$ cat src/rtl/iterative_mul_div.sv
// Radix-2 iterative multiply/divide: WIDTH+1 cycles after accept, 1 cycle for div-by-zero/overflow.
// Holds result in DONE until outReady; inReady only while IDLE; kill aborts CALC/FIX.
module iterative_mul_div #(
    parameter int WIDTH = 32
) (
    input  logic             clk,
    input  logic             rst,
    input  logic             inValid,
    output logic             inReady,
    input  logic [2:0]       op,
    input  logic [WIDTH-1:0] opA,
    input  logic [WIDTH-1:0] opB,
    input  logic             kill,
    output logic             outValid,
    input  logic             outReady,
    output logic [WIDTH-1:0] result,
    output logic [3:0]       flags
);

    localparam int CW = $clog2(WIDTH) + 1;
    localparam logic [WIDTH-1:0] MIN_VAL = {1'b1, {(WIDTH-1){1'b0}}};

    typedef enum logic [1:0] {IDLE, CALC, FIX, DONE} state_t;

    state_t             state_q, state_d;
    logic [CW-1:0]      cnt_q, cnt_d;
    logic [2:0]         op_q, op_d;
    logic               sign_a_q, sign_a_d;
    logic               sign_b_q, sign_b_d;
    logic               byp_dz_q, byp_dz_d;
    logic               byp_ov_q, byp_ov_d;
    logic [WIDTH-1:0]   opnd_q, opnd_d;
    logic [2*WIDTH-1:0] acc_q, acc_d;
    logic [WIDTH-1:0]   res_q, res_d;
    logic [3:0]         flags_q, flags_d;

    // Operand decode at acceptance
    logic             a_signed, b_signed;
    logic             sa, sb;
    logic [WIDTH-1:0] mag_a, mag_b;
    logic             div_zero, div_ovf;
    logic [WIDTH-1:0] byp_res;

    always_comb begin
        a_signed = op[2] ? ~op[0] : ((op[1:0] == 2'b01) || (op[1:0] == 2'b10));
        b_signed = op[2] ? ~op[0] : (op[1:0] == 2'b01);
        sa       = a_signed & opA[WIDTH-1];
        sb       = b_signed & opB[WIDTH-1];
        mag_a    = sa ? -opA : opA;
        mag_b    = sb ? -opB : opB;
        div_zero = op[2] && (opB == '0);
        div_ovf  = op[2] && !op[0] && (opA == MIN_VAL) && (opB == '1);
        if (div_zero) begin
            byp_res = op[1] ? opA : '1;
        end else begin
            byp_res = op[1] ? '0 : MIN_VAL;
        end
    end

    // One iteration step: acc holds {hi, lo}; mul shifts right, div shifts left
    logic [WIDTH:0]   mul_sum;
    logic [WIDTH:0]   div_shift;
    logic             div_ge;
    logic [WIDTH-1:0] div_rem;

    always_comb begin
        mul_sum   = {1'b0, acc_q[2*WIDTH-1:WIDTH]} + (acc_q[0] ? {1'b0, opnd_q} : {(WIDTH+1){1'b0}});
        div_shift = {acc_q[2*WIDTH-1:WIDTH], acc_q[WIDTH-1]};
        div_ge    = div_shift >= {1'b0, opnd_q};
        div_rem   = div_ge ? (div_shift[WIDTH-1:0] - opnd_q) : div_shift[WIDTH-1:0];
    end

    // Sign fix-up and result selection
    logic [2*WIDTH-1:0] prod_fix;
    logic [WIDTH-1:0]   quo_fix, rem_fix, fix_res;

    always_comb begin
        prod_fix = (sign_a_q ^ sign_b_q) ? -acc_q : acc_q;
        quo_fix  = (sign_a_q ^ sign_b_q) ? -acc_q[WIDTH-1:0] : acc_q[WIDTH-1:0];
        rem_fix  = sign_a_q ? -acc_q[2*WIDTH-1:WIDTH] : acc_q[2*WIDTH-1:WIDTH];
        case (op_q)
            3'b000:                  fix_res = prod_fix[WIDTH-1:0];
            3'b001, 3'b010, 3'b011:  fix_res = prod_fix[2*WIDTH-1:WIDTH];
            3'b100, 3'b101:          fix_res = quo_fix;
            default:                 fix_res = rem_fix;
        endcase
    end

    always_comb begin
        state_d  = state_q;
        cnt_d    = cnt_q;
        op_d     = op_q;
        sign_a_d = sign_a_q;
        sign_b_d = sign_b_q;
        byp_dz_d = byp_dz_q;
        byp_ov_d = byp_ov_q;
        opnd_d   = opnd_q;
        acc_d    = acc_q;
        res_d    = res_q;
        flags_d  = flags_q;
        inReady  = (state_q == IDLE);
        outValid = (state_q == DONE);

        case (state_q)
            IDLE: begin
                if (inValid) begin
                    op_d     = op;
                    sign_a_d = sa;
                    sign_b_d = sb;
                    byp_dz_d = div_zero;
                    byp_ov_d = div_ovf && !div_zero;
                    cnt_d    = '0;
                    state_d  = CALC;
                    if (div_zero || div_ovf) begin
                        acc_d = {{WIDTH{1'b0}}, byp_res};
                    end else begin
                        opnd_d = op[2] ? mag_b : mag_a;
                        acc_d  = {{WIDTH{1'b0}}, (op[2] ? mag_a : mag_b)};
                    end
                end
            end
            CALC: begin
                if (kill) begin
                    state_d = IDLE;
                    cnt_d   = '0;
                end else if (byp_dz_q || byp_ov_q) begin
                    // Special-case division: result was parked in acc at acceptance
                    res_d   = acc_q[WIDTH-1:0];
                    flags_d = {byp_dz_q, byp_ov_q, acc_q[WIDTH-1], (acc_q[WIDTH-1:0] == '0)};
                    state_d = DONE;
                end else begin
                    acc_d = op_q[2] ? {div_rem, acc_q[WIDTH-2:0], div_ge}
                                    : {mul_sum, acc_q[WIDTH-1:1]};
                    cnt_d = cnt_q + CW'(1);
                    if (cnt_q == CW'(WIDTH - 1)) begin
                        cnt_d   = '0;
                        state_d = FIX;
                    end
                end
            end
            FIX: begin
                if (kill) begin
                    state_d = IDLE;
                end else begin
                    res_d   = fix_res;
                    flags_d = {2'b00, fix_res[WIDTH-1], (fix_res == '0)};
                    state_d = DONE;
                end
            end
            DONE: begin
                if (outReady) begin
                    state_d = IDLE;
                end
            end
            default: state_d = IDLE;
        endcase
    end

    always_ff @(posedge clk) begin
        if (rst) begin
            state_q  <= IDLE;
            cnt_q    <= '0;
            op_q     <= '0;
            sign_a_q <= 1'b0;
            sign_b_q <= 1'b0;
            byp_dz_q <= 1'b0;
            byp_ov_q <= 1'b0;
            opnd_q   <= '0;
            acc_q    <= '0;
            res_q    <= '0;
            flags_q  <= '0;
        end else begin
            state_q  <= state_d;
            cnt_q    <= cnt_d;
            op_q     <= op_d;
            sign_a_q <= sign_a_d;
            sign_b_q <= sign_b_d;
            byp_dz_q <= byp_dz_d;
            byp_ov_q <= byp_ov_d;
            opnd_q   <= opnd_d;
            acc_q    <= acc_d;
            res_q    <= res_d;
            flags_q  <= flags_d;
        end
    end

    assign result = res_q;
    assign flags  = flags_q;

endmodule

$ cat config.mk
export PLATFORM = sky130hd
export DESIGN_NAME = iterative_mul_div
export DESIGN_NICKNAME = d
export VERILOG_FILES = /design/src/rtl/iterative_mul_div.sv
export SDC_FILE = /design/constraint.sdc
export NUM_CORES = 1
export LEC_CHECK = 0
export BUFFER_PORTS_ARGS = -buffer_cell sky130_fd_sc_hd__buf_2
export CELL_PAD_IN_SITES_DETAIL_PLACEMENT = 0
export CELL_PAD_IN_SITES_GLOBAL_PLACEMENT = 1
export CORE_AREA = 2 2 206 167
export DETAILED_ROUTE_END_ITERATION = 7
export DIE_AREA = 0 0 208 169
export GPL_ROUTABILITY_DRIVEN = 0
export PLACE_DENSITY = 0.95
export SLEW_MARGIN = 0
export SYNTH_ARGS = -nofsm -noshare
export SYNTH_HDL_FRONTEND = slang
export SYNTH_SLANG_ARGS = --single-unit
$ cat constraint.sdc
create_clock -name clk -period 11.2 [get_ports clk]
set_input_delay 1.68 -clock clk [delete_from_list [all_inputs] [get_ports clk]]
set_output_delay 1.68 -clock clk [all_outputs]
set_load 0.02 [all_outputs]
* Word-level counts from Yosys, hierarchy flattened *
Index checks and enable logic that the tools add are counted.

storage, ports and cells
  logic and storage cells = 112
  input bits = 72
  register bits = 147

operators by class
  $add $sub $neg = 8
  multiplexer cells = 41
  bitwise operators = 5
  eq/ne operators = 21
  $lt $le $gt $ge = 1
  reduce and logical (&&, ||, !) cells = 25

operators by type and width
  kind                    number
  $mux W32                15
  $mux W64                5
  $neg A32 Y32            4
  $pmux W64 S2            1
  $logic_not A32 Y1       3
  $pmux W32 S3            1
  $eq A32 B32 Y1 const B  2
  $neg A64 Y64            1
  $pmux W32 S2            1
  $add A32 B32 Y33        1
  $ge A33 B32 Y1          1
  $sub A32 B32 Y32        1
  $mux W6                 4
  $mux W2                 6
  $mux W4                 3
  $pmux W6 S2             1
  $ne A2 B2 Y1 const B    5
  $reduce_and A3 Y1       3
  $pmux W2 S4             1
  $pmux W4 S2             1
  $reduce_and A4 Y1       2
  $add A6 B1 Y6 const B   1
  $eq A2 B2 Y1 const B    3
  $eq A3 B2 Y1 const B    2
  20 further kinds        33

* Logic depth before layout (Yosys ltp) *
  word-level depth = 9
  depth in mapped cells = 14

* Worst setup path before layout *
OpenSTA, ideal clock, no wires.

  path kind = input to register
  from = input port opA[1]
  to = register acc_q[5]
  stages = 12
  setup time = 0.128 ns
  path slack = 6.465 ns
  data arrival time = 4.608 ns
  path buffers = 2
  cell sequence = inv_1 -> ha_1 -> or4b_1 -> or4b_1 -> buf_2 -> or4_4 -> or4_4 -> buf_2 -> a311oi_1 -> a211oi_1 -> a21oi_1 -> nor2_1

on the way
  longest elaborated chain between the ends = 7

ends and longest elaborated chain
  what                                                  line  source
  from (decl)                                           11    input logic [WIDTH-1:0] opA,
  branches (longest 4 deep; another with $neg A32 Y32)  n/a
  $mux W32 (*)                                          114   if (div_zero || div_ovf) begin
  $mux W64 (*)                                          106   if (inValid) begin
  $pmux W64 S2 (*)                                      104   case (state_q)
  to (signal assigned)                                  169   acc_q <= '0;
  to (signal assigned)                                  181   acc_q <= acc_d;
  to (decl)                                             33    logic [2*WIDTH-1:0] acc_q, acc_d;

Mark *: on every way between the ends. The select of a mux whose other input is x is not followed.
A chain may end at the register's enable or synchronous reset.

* Worst setup path in the final report *
  from = input port opA[0]
  to = register opnd_q[31]

on the way
  longest elaborated chain between the ends = 6

ends and longest elaborated chain
  what                                                  line  source
  branches (longest 6 deep; another with $neg A32 Y32)  n/a
  to (signal assigned)                                  180   opnd_q <= opnd_d;
  to (decl)                                             32    logic [WIDTH-1:0] opnd_q, opnd_d;

Parallel ways; which one is timed is not known.

==> results.toml <==
[global_route]
first_global_vias = 16700
grt_pass1_wl_um = 96100
gr-total-overflow = 0
grt_max_degree = 92
antenna_found_initial = 0
track_usage = 0.342

[clock_tree]
clockRootBuffer = "clkbuf_16"
clk_latency_ns = 0.45
cts_made_buffers = 17
cts_setup_buffers = 0
htreeDepth = 4
cts_resized = 0
cts_tree = "done"
postCtsHoldBufs = 0
clockBufferDepth = 2
clk_pin_slew_ns = 0.07
clock-sinks = 146

[routing]
route.top_layer_used = "met4"
ant_nets = 0
drtIter0Drc = 3431
drt-met1-wl_um = 25700
drc = 0
wl_met3_um = 8680
wl_per_cell_um = 23.0
via_count = 18700
drt-total-wl_um = 62100
via_per_inst = 6.94
drt_pass1_iterations = 6
wl_met2_um = 25100

[power_and_ir_drop]
irDropWorstVdd_v = 0.0000973
power_frac_clock = 0.271
internal_power_w = 0.00116
net-switching-power_w = 0.000962
p_comb_frac = 0.424
power_frac_seq = 0.306
switching_share = 0.452
p_leak_nw = 6.76
power_density_nw_per_um2 = 124

[sta]
tightest_slew_ns = 1.21
rsz0062_at_grt = "no"
slew-limit-headroom = 0.186
setup_violations = 0
period_needed_ns = 5.46
finalCritPeriodShare = 0.487
hold_viol_final = 0
final.setup_skew_ns = 0.0133
finalMaxSlewViolations = 0
final.setup.tns_ns = 0
whs_ns = 0.460
fmax_mhz = 183

[layout]
drive_gt1_frac = 0.101
mostFrequentLayoutCells = "241 x nor2_1, 239 x nand2_1, 206 x a21oi_1"
n_antenna_cell = 0
area_growth_pct = 6.90
final_common_cell = "nor2_1"
nets = 2399

[floorplanning]
start_util = 0.482
dieWidth_um = 208
rows = 60
io_pins = 110
dieArea_um2 = 35200
die_h_um = 169
fp.coreArea_um2 = 33200

[yosys]
ys_seq_elements = 146
syn-num-nets = 2441
synth_edf_count = 0
ys.warnings.count = 0
synth_cells = 2296
synth_area_um2 = 16000
yosysUniqueCellTypes = 93
synthArstFlopShare = 0
synth_ff_type = "dfxtp_1"
ys_seq_area_frac = 0.183
postSynthAreaPerCell_um2 = 6.97

[worst_hold_path]
min_from = "opnd_q[23]$_SDFFE_PP0P_"
min_path_type = "flip-flop to flip-flop"

[critical_path]
cp.required_ns = 11.55
r2r-start = "acc_q[11]$_SDFFE_PP0P_"
crit_fanout = 29
path_class = "primary input to flip-flop"
cp-end-kind = "flip-flop"
startpoint = "opA[0]"
critical_path_arrival_ns = 5.80
start_kind = "primary input"

[place]
hpwl_um = 45900
numPortBuffers = 109

[run_status]
outcome = "finished, final reports clean"

[flow_run]
max_cap_violations = 0
## state kept, by name, indices dropped and copies added, names as in the netlist
signal    flops
acc_q        64
byp_dz_q      1
byp_ov_q      1
cnt_q         6
flags         4
op_q          3
opnd_q       32
result       31
sign_a_q      1
sign_b_q      1
state_q       2
## cells by family after synthesis
kind of cell | Yosys count | synth area share
fa+ha+maj | 73 | 0.0580
compound gates | 740 | 0.302
xor+xnor | 149 | 0.0815
simple gates | 861 | 0.270
buf+inv | 265 | 0.0669
flops | 146 | 0.183
mux | 62 | 0.0392
## cell type report
| cell class | instances | area [µm²] |
|---|---|---|
| clock buffers | 17 | 425 |
| clock inverters | 15 | 138 |
| fillers | 3225 | 16100 |
| inverters | 65 | 244 |
| multi-input cells | 1885 | 12100 |
| flip-flops and latches | 146 | 2920 |
| well taps | 434 | 543 |
| repair buffers | 139 | 773 |
## worst paths after layout
| path | slack (ns) | cells past startpoint | endpoint |
|---|---|---|---|
| setup reg to reg | 6.41 | 9 | flags[0]$_SDFFE_PP0P_ |
| hold / removal | 0.46 | 2 | opnd_q[23]$_SDFFE_PP0P_ |
| setup / recovery | 5.74 | 11 | opnd_q[31]$_SDFFE_PP0P_ |
| hold reg to reg | 0.46 | 2 | opnd_q[23]$_SDFFE_PP0P_ |
## critical path, cell delays in order
cell,delay [ns]
buf_2,0.14
inv_1,0.06
ha_1,0.17
or4b_1,0.50
or4b_1,0.69
or4_4,0.52
or4_4,0.62
and2_4,0.25
nand2_1,0.77
nor3_1,0.14
a211oi_1,0.25
## stage by stage
stage | setup WS, ns | instances | total power (W) | instance area, µm² | utilization
CTS | 5.86 | 2701 | 0.00208 | 17100 | 0.516
global placement | 5.47 | 2669 | 0.00149 | 16500 | 0.499
detailed placement | 5.40 | 2669 | 0.00151 | 16500 | 0.499
finish | 5.74 | 2701 | 0.00213 | 17100 | 0.516
global route | 5.60 | 2701 | 0.00221 | 17100 | 0.516
floorplan | 6.46 | 2296 | 0.00125 | 16000 | -
## cell usage after synthesis (16+ instances only)
library cell / n / area (µm²)
or3_1: 23 / 144
nand2b_1: 19 / 119
a311oi_1: 18 / 158
nor4_1: 39 / 244
a22oi_1: 25 / 188
nand3_1: 53 / 265
a211oi_1: 47 / 353
nor3_1: 55 / 275
nor2_1: 244 / 916
o211ai_1: 43 / 323
ha_1: 71 / 888
and3_1: 17 / 106
nor2b_1: 21 / 131
o21ai_0: 156 / 781
o31ai_1: 27 / 203
buf_2: 22 / 110
mux2i_1: 57 / 571
dfxtp_1: 146 / 2920
o21a_1: 21 / 158
a21o_1: 23 / 173
a31oi_1: 28 / 175
nand2_1: 239 / 897
xnor2_1: 89 / 780
xor2_1: 60 / 526
clkbuf_1: 161 / 604
or4_1: 23 / 173
o41ai_1: 16 / 140
inv_1: 64 / 240
a21oi_1: 207 / 1040
nand4_1: 49 / 307
and2_1: 18 / 113
## power groups by stage
| stage | logic, W | clock network [W] | registers (W) |
|---|---|---|---|
| after global routing | 0.000962 | 0.000597 | 0.000652 |
| after global placement | 0.000841 | 0 | 0.000652 |
| after detailed placement | 0.000852 | 0 | 0.000655 |
| after floorplan | 0.000660 | 0 | 0.000592 |
| final | 0.000901 | 0.000575 | 0.000650 |
| after CTS | 0.000858 | 0.000575 | 0.000643 |
## per-layer routing
metal	GRT usage	vias to the layer above
met4	0.120	0
met5	0	-
li1	-	8414
met1	0.485	8690
met3	0.0894	236
met2	0.498	1402
No activity file was read; power rests on OpenSTA's default activity.
